`config.mk`:
```
export PLATFORM = sky130hd
export DESIGN_NAME = inst_encoder
export DESIGN_NICKNAME = d
export VERILOG_FILES = /design/src/rtl/inst_encoder.sv
export SDC_FILE = /design/constraint.sdc
export NUM_CORES = 1
export LEC_CHECK = 0
export BUFFER_PORTS_ARGS = -buffer_cell sky130_fd_sc_hd__buf_2
export CAP_MARGIN = 10
export CORE_UTILIZATION = 48
export CTS_CLUSTER_SIZE = 40
export DETAILED_ROUTE_END_ITERATION = 16
export PLACE_DENSITY = 0.76
export SYNTH_ARGS = -nofsm -noshare
export SYNTH_HDL_FRONTEND = slang
export SYNTH_SLANG_ARGS = --single-unit
```
`constraint.sdc`:
```
create_clock -name clk -period 1.69 [get_ports clk]
set_input_delay 0.338 -clock clk [delete_from_list [all_inputs] [get_ports clk]]
set_output_delay 0.338 -clock clk [all_outputs]
set_load 0.005 [all_outputs]
```
`src/rtl/inst_encoder.sv`:
```
`default_nettype none
// ============================================================================
// Module      : inst_encoder
// Description : Packs decoded RV32I fields into instruction words, range-checks
//               immediates and expands LI into LUI/ADDI sequences.
// Revision    : 1.0 - initial release
// ============================================================================
module inst_encoder (
    input  logic        clk,
    input  logic        rst,
    input  logic        in_valid,
    output logic        in_ready,
    input  logic [2:0]  in_fmt,
    input  logic [6:0]  in_opcode,
    input  logic [2:0]  in_funct3,
    input  logic [6:0]  in_funct7,
    input  logic [4:0]  in_rd,
    input  logic [4:0]  in_rs1,
    input  logic [4:0]  in_rs2,
    input  logic [31:0] in_imm,
    output logic        out_valid,
    input  logic        out_ready,
    output logic [31:0] out_inst,
    output logic        out_last,
    output logic        err
);

    localparam logic [2:0] c_FMT_R  = 3'd0;
    localparam logic [2:0] c_FMT_I  = 3'd1;
    localparam logic [2:0] c_FMT_S  = 3'd2;
    localparam logic [2:0] c_FMT_B  = 3'd3;
    localparam logic [2:0] c_FMT_U  = 3'd4;
    localparam logic [2:0] c_FMT_J  = 3'd5;
    localparam logic [2:0] c_FMT_LI = 3'd6;

    localparam logic [6:0] c_OP_OPIMM = 7'h13;
    localparam logic [6:0] c_OP_LUI   = 7'h37;

    typedef enum logic [0:0] {
        S_IDLE  = 1'b0,
        S_EMIT2 = 1'b1
    } state_t;

    state_t      r_state;
    logic [31:0] r_out_inst;
    logic        r_out_last;
    logic        r_out_valid;
    logic        r_err;
    logic [31:0] r_pend_inst;

    logic        w_accept;
    logic        w_is_shift;
    logic        w_fit12;
    logic        w_fit13;
    logic        w_fit21;
    logic [19:0] w_li_hi;
    logic [31:0] w_word;
    logic [31:0] w_second;
    logic        w_two;
    logic        w_bad;

    assign in_ready = (r_state == S_IDLE) && (!r_out_valid || out_ready);
    assign w_accept = in_valid && in_ready;

    // A value fits N signed bits when all bits above N-1 replicate bit N-1.
    assign w_fit12    = (in_imm[31:11] == {21{in_imm[11]}});
    assign w_fit13    = (in_imm[31:12] == {20{in_imm[12]}});
    assign w_fit21    = (in_imm[31:20] == {12{in_imm[20]}});
    assign w_is_shift = (in_funct3 == 3'b001) || (in_funct3 == 3'b101);

    // (imm + 0x800) >> 12: the carry out of the low 12 bits is exactly imm[11].
    assign w_li_hi = in_imm[31:12] + {19'd0, in_imm[11]};

    always_comb begin
        w_word   = 32'd0;
        w_second = 32'd0;
        w_two    = 1'b0;
        w_bad    = 1'b0;
        case (in_fmt)
            c_FMT_R: begin
                w_word = {in_funct7, in_rs2, in_rs1, in_funct3, in_rd, in_opcode};
            end
            c_FMT_I: begin
                if (w_is_shift) begin
                    w_bad  = |in_imm[31:5];
                    w_word = {in_funct7, in_imm[4:0], in_rs1, in_funct3, in_rd, in_opcode};
                end else begin
                    w_bad  = !w_fit12;
                    w_word = {in_imm[11:0], in_rs1, in_funct3, in_rd, in_opcode};
                end
            end
            c_FMT_S: begin
                w_bad  = !w_fit12;
                w_word = {in_imm[11:5], in_rs2, in_rs1, in_funct3, in_imm[4:0], in_opcode};
            end
            c_FMT_B: begin
                w_bad  = !w_fit13 || in_imm[0];
                w_word = {in_imm[12], in_imm[10:5], in_rs2, in_rs1, in_funct3,
                          in_imm[4:1], in_imm[11], in_opcode};
            end
            c_FMT_U: begin
                w_bad  = |in_imm[11:0];
                w_word = {in_imm[31:12], in_rd, in_opcode};
            end
            c_FMT_J: begin
                w_bad  = !w_fit21 || in_imm[0];
                w_word = {in_imm[20], in_imm[10:1], in_imm[11], in_imm[19:12],
                          in_rd, in_opcode};
            end
            c_FMT_LI: begin
                if (w_fit12) begin
                    w_word = {in_imm[11:0], 5'd0, 3'b000, in_rd, c_OP_OPIMM};
                end else begin
                    // lo shares its low 12 bits with imm, so lo != 0 iff imm[11:0] != 0.
                    w_word   = {w_li_hi, in_rd, c_OP_LUI};
                    w_two    = |in_imm[11:0];
                    w_second = {in_imm[11:0], in_rd, 3'b000, in_rd, c_OP_OPIMM};
                end
            end
            default: begin
                w_bad = 1'b1;
            end
        endcase
    end

    always_ff @(posedge clk or negedge rst) begin
        if (!rst) begin
            r_state     <= S_IDLE;
            r_out_inst  <= 32'd0;
            r_out_last  <= 1'b0;
            r_out_valid <= 1'b0;
            r_err       <= 1'b0;
            r_pend_inst <= 32'd0;
        end else begin
            r_err <= 1'b0;
            case (r_state)
                S_IDLE: begin
                    if (w_accept) begin
                        if (w_bad) begin
                            // Accept implies the output slot is empty or being drained.
                            r_err       <= 1'b1;
                            r_out_valid <= 1'b0;
                        end else begin
                            r_out_inst  <= w_word;
                            r_out_last  <= !w_two;
                            r_out_valid <= 1'b1;
                            if (w_two) begin
                                r_pend_inst <= w_second;
                                r_state     <= S_EMIT2;
                            end
                        end
                    end else if (out_ready) begin
                        r_out_valid <= 1'b0;
                    end
                end
                S_EMIT2: begin
                    if (!r_out_valid || out_ready) begin
                        r_out_inst  <= r_pend_inst;
                        r_out_last  <= 1'b1;
                        r_out_valid <= 1'b1;
                        r_state     <= S_IDLE;
                    end
                end
                default: begin
                    r_state <= S_IDLE;
                end
            endcase
        end
    end

    assign out_valid = r_out_valid;
    assign out_inst  = r_out_inst;
    assign out_last  = r_out_last;
    assign err       = r_err;

endmodule
`default_nettype wire

```
======== Word level (Yosys, flattened, before mapping) ========
Cells that the tools add are included.
word-level totals
  flip-flop bits (word level) ............. 68
  output and inout port bits .............. 36
  input bits .............................. 71
operators by class
  muxes and demuxes ....................... 29
  reduce and logical (&&, ||, !) cells .... 18
  bitwise logic cells ..................... 2
  add/sub/neg operators ................... 1
  equality and inequality tests ........... 15
operator list
  kind                                                                      number
  32-bit 2-to-1 mux                                                         7
  32-bit one-hot mux with 7 select lines                                    1
  32-bit one-hot mux with 2 select lines                                    1
  27-bit OR reduction                                                       1
  20-bit by 1-bit adder with 20-bit output                                  1
  20-bit == test                                                            1
  19-bit == test                                                            1
  1-bit 2-to-1 mux                                                          16
  3-bit == test (second input constant)                                     4
  12-bit OR reduction                                                       1
  11-bit == test                                                            1
  3-bit by 1-bit == test with 1-bit output (second input constant)          2
  3-bit by 2-bit == test with 1-bit output (second input constant)          2
  1-bit one-hot mux with 2 select lines                                     3
  1-bit one-hot mux with 6 select lines                                     1
  1-bit logical NOT                                                         5
  1-bit logical OR                                                          4
  2-bit inequality test (second input constant)                             2
  4-bit AND reduction                                                       1
  3-bit logical NOT                                                         1
  3-bit inequality test (second input constant)                             1
  3-bit AND reduction                                                       1
  1-bit logical AND                                                         2
  2-bit by 1-bit inequality test with 1-bit output (second input constant)  1
  3 further kinds                                                           4

======== Depth between registers and ports, before layout ========
  word-level depth ........................ 7
  gate-level depth with buffers ........... 12

======== Least setup slack after synthesis ========
OpenSTA, ideal clock, no wires.
  kind .................................... input -> register
  start point ............................. input port in_imm[22]
  end point ............................... register r_out_inst[10], in the netlist out_inst[10]
  path slack .............................. -1,412 ps
  arrival ................................. 2,977 ps
  setup time .............................. 125 ps
  path buffers ............................ 3
  stages on the path ...................... 10
  cell sequence ........................... buf_6 > or4_4 > or4b_4 > nor4_1 > o22ai_1 > a211o_1 > a21o_1 > buf_6 > buf_6 > mux2_4
on the way
  cells in the longest elaborated chain, start to end .. 6
ends and longest elaborated chain
  item                                      line  source
  from (decl)                               20    input logic [31:0] in_imm,
  20-bit == test (tied with other cells)    66    assign w_fit12 = (in_imm[31:11] == {21{in_imm[11]}});
  1-bit logical NOT (on tied branches)      n/a
  1-bit 2-to-1 mux (tied with other cells)  84    if (w_is_shift) begin
  1-bit one-hot mux with 6 select lines *   79    case (in_fmt)
  2-bit inequality test (no source line) *  n/a
  3-bit AND reduction (no source line) *    n/a
  to (signal assigned)                      144   r_out_inst <= w_word;
  to (signal assigned)                      158   r_out_inst <= r_pend_inst;
  to (decl)                                 45    logic [31:0] r_out_inst;
Every way passes the cells marked *; elsewhere a longest branch is shown, timed or not.
A chain may end at the register's enable or synchronous reset.

======== Worst setup path after layout ========
  start point ............................. input port in_imm[25]
  end point ............................... register r_out_inst[17], in the netlist out_inst[17]
on the way
  cells in the longest elaborated chain, start to end .. 6
ends and longest elaborated chain
  item                                                                           line     source
  20-bit == test (tied with other cells)                                         66
  32-bit 2-to-1 mux (tied with other cells)                                      111      if (w_fit12) begin
  32-bit one-hot mux with 7 select lines (tied with other cells)                 79
  32-bit 2-to-1 mux or 1-bit one-hot mux with 6 select lines (tied branches)     139, 79
  32-bit 2-to-1 mux or 2-bit inequality test (tied branches)                     n/a
  32-bit one-hot mux with 2 select lines or 3-bit AND reduction (tied branches)  n/a
Parallel ways exist; a longest one is shown, timed or not. The select of a mux whose other input is x is not followed.

==> metrics <==
syn_area_per_cell=roughly 9.4 um^2; Initial Util=about 50%; worst skew pair latency=330 ps; Via density=roughly 6; Area after DPL=between 5000 and 6000 um^2; post-synth top area cell=dfrtp_1; WP data required=between 1500 and 2000 ps; # IOs=between 100 and 150; top_reg_cell synth=dfrtp_1; Synth top area share=36.3%; Worst-Margin Slew=about 460 ps; Comb pwr share=between 30% and 40%; endpoints failing setup=54; final core occ=76.5%; Seq cells post-synth=54; routed len/inst=roughly 19 um; Die H=approximately 90 um; dpl hpwl=about 10000 um; worst-path cell chain=buf_6 -> or4_4 -> or4b_4 -> nor4_4 -> o41ai_2 -> a211o_1 -> a21o_4 -> buf_12 -> mux2_4; GRT overflow=0; post-synthesis cell type count=52; most frequent cells in the layout=114 x buf_4, 104 x buf_2, 54 x dfrtp_1; maxcap violations=0; max_slew headroom=69.2%; Pint=a little under 3 mW; Final ANT Viol Nets=0; pin count of the biggest net entering global routing=55; setup ws final=-1010 ps; Min Hold Slack=-30.1 ps; Net Sw Frac=about a third; synth top area cells=dfrtp_1 36%, mux2_4 10%, mux2_2 5.4%; RSZ-0062 raised after global routing=true; fin crit share=160%; vias in the first global route=4317; failing checks=negative hold slack, negative setup slack; Worst-path clk slew=about 120 ps; crit path capture type=flip-flop; peak supply drop=between 0.5 and 0.6 mV; row cnt=31; drt pass-1 iters=5; ant diodes=0; fill cell count=540; PortBufs=between 100 and 150; sequential power share=between 40% and 50%; pwr dens=between 700 and 800 nW/um^2; CP peak stage delay=around 580 ps; CTS tree=built; post-synthesis cell count=396; Detailed Route WL=13700 um; Worst EP arrival=2910 ps; Worst setup SP type=input pin; Static Leak=roughly 2.7 nW; commonest non-fill, non-tap cell in the layout=buf_4; clock sink total=between 50 and 60; Synth Cell Area=3720 um^2; vias post-DR=between 4k and 5k; initial antenna violation count=0; Die ar.=~8000 um^2; synth warn=0; syn nets=about 470; H-tree depth=2; R2R cell count=6; Hold Fails Final Rpt=19; die extent in x=between 90 and 100 um; dpl ws=-1380 ps; fraction of layout cells with a size suffix above 1=a little over half; # DRC=0; HP Class=input pin to asynchronous set/reset pin; Final Skew=12.7 ps; Clock power frac=a little under a fifth; crit path time final=roughly 2700 ps; status=finished with violations; number of synthesized flops with an enable pin=0; CTS Root Cell=clkbuf_8; total track usage=33.0%; Initial DRC Count=between 400 and 500; sequential-to-total area share from yosys stat=a little over a third; Critical Setup Path Class=input pin to flip-flop; Area Overhead vs Synth=51.6%; maximum fanout along the worst path=16; Num CTS Buffers=5; async set or reset register ratio after synthesis=between 90% and 100%; Max Fclk=about 0.37 GHz; Placer Congestion=about 0.94; nets=687; Final Cell Area=between 5000 and 6000 um^2; Core ar.=7370 um^2; Final Max Tran Viols=0; CP max stage cell=or4b_4; Max clock buf depth=2; first-pass GRT wire length=approximately 21000 um; switching power=1.40 mW
==> critical path: cells and delay by family <==
kind | cells | cell delay, ps
compound gates | 3 | 670
mux | 1 | 300
buf+inv | 2 | 260
simple gates | 3 | 1330
==> power groups by stage <==
stage	logic, mW	registers [mW]	clock network (mW)
2_1_floorplan	0.794	1.88	0
4_1_cts	1.61	1.87	0.813
3_3_place_gp	1.50	1.87	0
5_1_grt	1.79	1.92	0.869
6_report	1.67	1.88	0.820
3_5_place_dp	1.55	1.89	0
==> synth_stat cells, types with 2 or more instances <==
master	count
a22o_1	2
nand2b_1	4
nor2b_1	4
a221oi_1	10
dfrtp_1	54
xor2_1	2
clkbuf_1	22
buf_6	5
nor4b_1	2
o311ai_0	2
nor2_1	33
ha_1	4
a31oi_1	2
nor4_1	15
nand2_1	36
nand4_1	7
xnor2_1	6
a31o_2	3
o2bb2ai_1	3
mux2_1	3
o22ai_1	4
a21oi_1	15
nand3_1	14
and3_1	2
or2_2	3
a22oi_1	18
o21ai_0	28
inv_1	9
a222oi_1	2
mux2_2	18
and4_1	3
o221ai_1	3
a211oi_1	3
mux2_4	26
nor3_1	7
mux2i_1	3
o41ai_1	3
a21o_1	2
==> layer usage <==
layer  GRT usage [%]  wire (um)  vias to the layer above
met4            15.2        410                        0
met1            40.4       5540                     2046
met3            5.33       1100                       45
li1                -          -                     1930
met5               0          0                        -
met2            56.7       6640                      264
==> sequential cells by signal, summed over array words and instances (netlist names) <==
register and count:
out_inst 32, r_pend_inst 18, err 1, out_last 1
out_valid 1, r_state 1
==> cells by family after synthesis <==
group / count (synthesis) / share of synthesized area [%]
and+or+nand+nor: 137 / 18.5
AOI/OAI and AO/OA: 107 / 19.7
DFF: 54 / 36.3
muxes: 50 / 17.7
buffers and inverters: 36 / 4.64
xor gates and xnor gates: 8 / 1.88
adders and majority gates: 4 / 1.35
==> layout make-up <==
class,count,area [um^2],area share (%)
Inverter,9,36.3,0.644
Timing Repair Buffer,236,1640,29.2
Multi-Input combinational cell,306,2380,42.3
Tap cell,99,124,2.20
Clock buffer,5,68.8,1.22
Clock inverter,3,28.8,0.510
Sequential cell,54,1350,24.0
==> stage by stage <==
stage / setup TNS [ps] / cells / total power [mW] / hold slack (ps)
after floorplan: -47930 / 396 / 2.67 / 42.4
after global placement: -62040 / 693 / 3.37 / 353
after detailed placement: -64640 / 693 / 3.43 / 357
after CTS: -44710 / 709 / 4.29 / 7.94
after global routing: -45130 / 712 / 4.58 / 9.72
final: -43900 / 712 / 4.37 / -30.1
==> final timing paths <==
check / from / end / slack, ps
worst max-delay path: in_imm[25] / out_inst[17]$_DFFE_PN0P_ / -1010
worst min register to register: r_pend_inst[4]$_DFFE_PN0P_ / r_pend_inst[4]$_DFFE_PN0P_ / 480
worst min-delay path: rst / out_inst[14]$_DFFE_PN0P_ / -30
min in group clk: in_rd[3] / r_pend_inst[18]$_DFFE_PN0P_ / 260
max in group asynchronous: rst / out_inst[27]$_DFFE_PN0P_ / 1440
worst max register to register: out_valid$_DFFE_PN0P_ / r_pend_inst[21]$_DFFE_PN0P_ / 10
==> what timing repair did <==
action | CTS | global route
endpoints found under the setup margin | 54 | 55
hold buffers | 0 | 0
resized for setup | 25 | 24
cloned | 1 | 1
pin swaps | 6 | 5
setup buffers | 8 | 4
No activity file was read; power rests on OpenSTA's default activity.
